==> config.mk <==
export PLATFORM = sky130hd
export DESIGN_NAME = seg_scan_ctrl
export DESIGN_NICKNAME = d
export VERILOG_FILES = /design/src/rtl/seg_scan_ctrl.sv
export SDC_FILE = /design/constraint.sdc
export NUM_CORES = 1
export LEC_CHECK = 0
export BUFFER_PORTS_ARGS = -buffer_cell sky130_fd_sc_hd__buf_2
export CAP_MARGIN = 10
export CORE_ASPECT_RATIO = 1.1
export CORE_MARGIN = 3
export CORE_UTILIZATION = 25
export CTS_CLUSTER_SIZE = 20
export DETAILED_ROUTE_END_ITERATION = 10
export PLACE_DENSITY = 0.46
export REMOVE_ABC_BUFFERS = 1
export SLEW_MARGIN = 40
export SYNTH_ARGS = -nofsm -noshare
export SYNTH_HDL_FRONTEND = slang
export SYNTH_SLANG_ARGS = --single-unit
==> constraint.sdc <==
create_clock -name clk -period 4.4 [get_ports clk]
set_clock_uncertainty 0.2 [all_clocks]
set_input_delay 0 -clock clk [delete_from_list [all_inputs] [get_ports clk]]
set_output_delay 0 -clock clk [all_outputs]
set_load 0.03 [all_outputs]
==> src/rtl/seg_scan_ctrl.sv <==
// rtl/seg_scan_ctrl.sv - four-digit seven-segment scan controller with PWM and double-buffered input
//
// Purpose:
//   Time-multiplexes a 16-bit display word across four digits. Each digit slot
//   is CLK_DIV cycles long. The first BLANK_CYC cycles of a slot are blanked.
//   A 16-level PWM window is applied to the rest of the slot. New words are
//   accepted into a pending buffer and copied to the front buffer only at a
//   frame boundary.
//
// Optional feature (macro SEG_SCAN_LEADZERO_BLANK_EN):
//   Leading-zero suppression. Slot i (i > 0) stays dark when every front
//   nibble at index >= i is zero.
//
// Ports:
//   clk, rst_n  : clock and asynchronous active-low reset
//   in_data     : 16-bit display word, nibble i shown on digit i
//   in_valid    : in_data offered
//   in_ready    : pending buffer empty (transfer on in_valid & in_ready)
//   brightness  : PWM level, 0 = 1/16 duty, 15 = full on
//   anodes      : one-hot active-high digit enable, zero while blanked
//   digit_sel   : index of the current slot
//   digit_data  : nibble of the current slot from the front buffer
//   frame_start : one-cycle pulse on cycle 0 of slot 0

module seg_scan_ctrl #(
  parameter int CLK_DIV   = 1000,
  parameter int BLANK_CYC = 16
) (
  input  logic        clk,
  input  logic        rst_n,
  input  logic [15:0] in_data,
  input  logic        in_valid,
  output logic        in_ready,
  input  logic [3:0]  brightness,
  output logic [3:0]  anodes,
  output logic [1:0]  digit_sel,
  output logic [3:0]  digit_data,
  output logic        frame_start
);

  localparam int              DIV_W       = $clog2(CLK_DIV);
  localparam logic [DIV_W-1:0] LP_DIV_LAST = DIV_W'(CLK_DIV - 1);
  localparam logic [DIV_W-1:0] LP_BLANK    = DIV_W'(BLANK_CYC);
  localparam logic [DIV_W-1:0] LP_ONE      = DIV_W'(1);

  // r_run marks that the first edge after reset release has happened; that
  // edge starts cycle 0 so all outputs can stay registered.
  logic             r_run;
  logic [DIV_W-1:0] r_div_cnt;
  logic [1:0]       r_slot;
  logic [15:0]      r_front;
  logic [15:0]      r_pend;
  logic             r_pend_full;
  logic [3:0]       r_bri;
  logic [3:0]       r_anodes;
  logic [1:0]       r_digit_sel;
  logic [3:0]       r_digit_data;
  logic             r_frame_start;

  logic             w_wrap;
  logic             w_frame_edge;
  logic             w_accept;
  logic             w_swap;
  logic [DIV_W-1:0] w_div_nx;
  logic [1:0]       w_slot_nx;
  logic [15:0]      w_front_nx;
  logic [3:0]       w_bri_nx;
  logic             w_lit;
  logic             w_lz_ok;
  logic [3:0]       w_anodes_nx;
  logic [3:0]       w_digit_nx;
  logic             w_fs_nx;

  // Outputs for the cycle about to start are computed from the next counter,
  // front buffer and brightness values, then registered.
  always_comb begin
    w_wrap       = (r_div_cnt == LP_DIV_LAST);
    w_frame_edge = r_run && w_wrap && (r_slot == 2'd3);
    w_accept     = in_valid && !r_pend_full;
    w_swap       = w_frame_edge && r_pend_full;
    w_div_nx     = (r_run && !w_wrap) ? (r_div_cnt + LP_ONE) : '0;
    w_slot_nx    = (r_run && w_wrap) ? (r_slot + 2'd1) : r_slot;
    w_front_nx   = w_swap ? r_pend : r_front;
    w_bri_nx     = w_frame_edge ? brightness : r_bri;
    w_lit        = (w_div_nx >= LP_BLANK) && (w_div_nx[3:0] <= w_bri_nx);
`ifdef SEG_SCAN_LEADZERO_BLANK_EN
    // Shifting out the lower nibbles leaves exactly the nibbles at index >= slot.
    w_lz_ok      = (w_slot_nx == 2'd0) || ((w_front_nx >> {w_slot_nx, 2'b00}) != 16'h0000);
`else
    w_lz_ok      = 1'b1;
`endif
    w_anodes_nx  = (w_lit && w_lz_ok) ? (4'b0001 << w_slot_nx) : 4'b0000;
    w_digit_nx   = w_front_nx[{w_slot_nx, 2'b00} +: 4];
    w_fs_nx      = (w_div_nx == '0) && (w_slot_nx == 2'd0);
  end

  always_ff @(posedge clk or negedge rst_n) begin
    if (!rst_n) begin
      r_run         <= 1'b0;
      r_div_cnt     <= '0;
      r_slot        <= 2'd0;
      r_front       <= 16'h0000;
      r_pend        <= 16'h0000;
      r_pend_full   <= 1'b0;
      r_bri         <= 4'hF;
      r_anodes      <= 4'b0000;
      r_digit_sel   <= 2'd0;
      r_digit_data  <= 4'h0;
      r_frame_start <= 1'b0;
    end else begin
      r_run         <= 1'b1;
      r_div_cnt     <= w_div_nx;
      r_slot        <= w_slot_nx;
      r_front       <= w_front_nx;
      r_bri         <= w_bri_nx;
      // Swap only happens with the pending buffer full, when in_ready is low,
      // so accept and swap never coincide.
      if (w_swap) begin
        r_pend_full <= 1'b0;
      end else if (w_accept) begin
        r_pend      <= in_data;
        r_pend_full <= 1'b1;
      end
      r_anodes      <= w_anodes_nx;
      r_digit_sel   <= w_slot_nx;
      r_digit_data  <= w_digit_nx;
      r_frame_start <= w_fs_nx;
    end
  end

  assign in_ready    = !r_pend_full;
  assign anodes      = r_anodes;
  assign digit_sel   = r_digit_sel;
  assign digit_data  = r_digit_data;
  assign frame_start = r_frame_start;

endmodule
==> impl_metrics.py <==
metrics = {
    "floorplan": {
        "ioPinCount": 35,
        "die_w_um": 106.2,
        "die_h_um": 116.2,
        "initial_core_util_pct": 26.05,
        "coreArea_um2": 10590,
        "row_count": 39,
        "die-area_um2": 12330,
    },
    "global_routing": {
        "grt_pass1_wl_um": 10100,
        "grt_pass1_vias": 2066,
        "antenna_found_initial": 0,
        "grt_max_degree": 60,
        "grt_usage_pct": 10.46,
        "grt_overflow_total": 0,
    },
    "clocking": {
        "clock_latency_ns": 0.32,
        "clock_path_buffers": 2,
        "clk_pin_slew_ns": 0.05,
        "cts_setup_buffers": 0,
        "root_buffer": "clkbuf_16",
        "cts_tree": "yes",
        "cts-resized-gates": 0,
        "htreeDepth": 3,
        "clock_sinks": 59,
        "cts_buffers": 9,
    },
    "job": {
        "drv_cap": 0,
    },
    "worst_setup_path": {
        "critPathArrivalTime_ns": 3.65,
        "rr_worst_depth": 12,
        "cp-start-kind": "flop",
        "r2r_end": "anodes[0]",
        "r2r-start": "r_div_cnt[0]",
        "reg2reg_setup_slack_ns": 0.79,
        "path_class": "flop to flop",
        "slowest_stage": "nor4_1",
        "crit_start": "r_div_cnt[0]",
        "worstPathCellList": "ha_1 -> nand3_1 -> nor4_1 -> nand2_1 -> mux2_2 -> inv_1 -> ha_1 -> nor2b_1 -> o21a_1 -> o21a_1 -> o21ai_0 -> nor3b_1",
        "end_kind": "flop",
        "critPathMaxFanout": 9,
        "max_stage_delay_ns": 0.52,
        "cp.required_ns": 4.43,
    },
    "synth": {
        "synth_area_per_cell_um2": 11.69,
        "seq_area_frac_synth_pct": 53.70,
        "synthCells": 236,
        "synth_cell_types": 50,
        "synth-edff-count": 0,
        "netlist_area_um2": 2759,
        "yosysWarnings": 0,
        "synth_ff_type": "dfrtp_1",
        "async_flop_share_pct": 100.0,
        "ys_seq_elements": 59,
    },
    "routing": {
        "drt-wirelength-per-cell_um": 13.05,
        "num_vias": 1923,
        "ant_nets": 0,
        "first_iter_violations": 85,
        "first_pass_iters": 4,
        "drc": 0,
        "avgViaCountPerCell": 4.321,
        "drt-total-wl_um": 5808,
    },
    "pwr": {
        "leakage_nw": 1.731,
        "combPwrFrac_pct": 5.9,
        "p_per_area_nw_per_um2": 378.9,
        "ir_drop_v": 0.0002161,
        "power.share.clock_pct": 51.8,
        "seqPwrFrac_pct": 42.3,
        "p_sw_mw": 0.2755,
        "p_sw_share_pct": 20.10,
        "intPower_mw": 1.095,
    },
    "final_layout": {
        "drive_above_1_share_pct": 29.80,
        "final.fill_count": 1056,
        "layout.nets": 326,
        "diodes": 0,
        "final_util_pct": 34.17,
        "area_growth_pct": 31.16,
    },
    "place": {
        "dp_slack_ns": 0.7575,
        "port_buffers": 34,
        "hpwl_um": 4057,
        "globalplace.congestion": 0.7250,
    },
    "timing": {
        "maxSlewHeadroom_pct": 53.92,
        "finalWorstPathRequiredPeriod_ns": 3.614,
        "fin_crit_sh_pct": 82.13,
        "setup_slack_ns": 0.7862,
        "maxSlewViolCount": 0,
        "setup_viol": 0,
        "timing.setup.tns_ns": 0,
        "rsz0062_at_grt": "false",
        "max_freq_mhz": 276.7,
        "tightest_slew_ns": 0.6849,
        "hold_viol": 0,
    },
    "worst_hold_path": {
        "hold_path.class": "input pin to async pin",
    },
    "outcome": {
        "status": "completed",
    },
}
[power groups by stage]
| stage | Sequential [mW] | Clock (mW) | Combinational, mW |
|---|---|---|---|
| 2_1_floorplan | 0.587 | 0 | 0.0353 |
| 3_3_place_gp | 0.589 | 0 | 0.0664 |
| 3_5_place_dp | 0.589 | 0 | 0.0674 |
| 4_1_cts | 0.581 | 0.728 | 0.0826 |
| 5_1_grt | 0.583 | 0.750 | 0.0924 |
| 6_report | 0.580 | 0.710 | 0.0804 |
[kinds of logic after synthesis]
family / synth area share (%)
other: 0.1359
muxes: 16.01
DFF: 53.70
buffers and inverters: 3.537
xor gates and xnor gates: 2.857
and+or+nand+nor: 12.70
AOI/OAI and AO/OA: 8.345
adders and majority gates: 2.721
[timing repair]
| action | in CTS | in global routing |
|---|---|---|
| hold endpoints to repair | 76 | 0 |
| setup endpoints to repair | 0 | 0 |
| hold buffers | 22 | 0 |
[final cells by class]
| class | count | area (um^2) | area share, % |
|---|---|---|---|
| Timing Repair Buffer | 60 | 424.2 | 11.72 |
| Inverter | 12 | 45.04 | 1.245 |
| Clock buffer | 14 | 274.0 | 7.573 |
| Clock inverter | 2 | 35.03 | 0.9682 |
| Sequential cell | 59 | 1481 | 40.94 |
| Tap cell | 143 | 178.9 | 4.945 |
| Multi-Input combinational cell | 155 | 1180 | 32.61 |
[critical path, delay by kind of cell, from the launching register on]
| family | cells | cell delay, ns |
|---|---|---|
| and+or+nand+nor | 5 | 1.43 |
| AOI/OAI and AO/OA | 3 | 0.63 |
| adders and majority gates | 2 | 0.49 |
| DFF | 1 | 0.39 |
| muxes | 1 | 0.34 |
| buffers and inverters | 1 | 0.05 |
[how the worst max path moves through the flow]
stage | cells after the start | to
after floorplan | 9 | anodes[0]
after global placement | 12 | anodes[0]
after detailed placement | 12 | anodes[0]
after CTS | 12 | anodes[0]
after global routing | 13 | anodes[1]
final | 12 | anodes[0]
[cells in the final DEF (no fill, tap or decap), drive strengths merged, types with 3 or more instances in the layout]
cell type	n
dfrtp	55
buf	38
mux2	30
dlygate4sd3	22
nor2	21
nand2	15
clkbuf	14
inv	12
mux2i	10
nand3	8
ha	6
xor2	5
xnor2	4
o21ai	4
dfstp	4
nor4	4
nand4	3
nor3	3
nand2b	3
[stage by stage]
stage                     area, um^2  power (mW)  hold WS [ns]  std cells
after global placement          3085      0.6555      0.009164        407
after CTS                       3615       1.391        0.2107        445
after global routing            3618       1.426        0.1588        445
after floorplan                 2706      0.6227       -0.4956        226
after detailed placement        3085      0.6564      0.008355        407
final                           3618       1.371       0.09006        445
[metal layers]
metal	up-vias	track usage (%)	part of all wire [%]
met3	9	2.930	4.2
li1	957	-	-
met1	917	13.03	46
met2	40	17.32	48
met4	0	4.059	1.6
met5	-	0	0
[state kept, by name (all words and copies together), names as in the netlist]
name and count:
frame_start 1, r_run 1, digit_sel 2, anodes 4, r_div_cnt 10, r_pend 16
digit_data 4, r_bri 4, r_pend_full 1, r_front 16
[cells in the mapped netlist (4+ instances only)]
cell | count | share of area (%)
mux2_2 | 29 | 12
nand2_1 | 15 | 2.0
nand3_1 | 8 | 1.5
clkbuf_1 | 7 | 0.95
xnor2_1 | 4 | 1.3
mux2i_1 | 10 | 3.6
inv_1 | 12 | 1.6
o21ai_0 | 4 | 0.73
xor2_1 | 5 | 1.6
nor2_1 | 21 | 2.9
ha_1 | 6 | 2.7
dfstp_2 | 4 | 3.8
dfrtp_1 | 55 | 50
(Power assumes the default switching activity.)
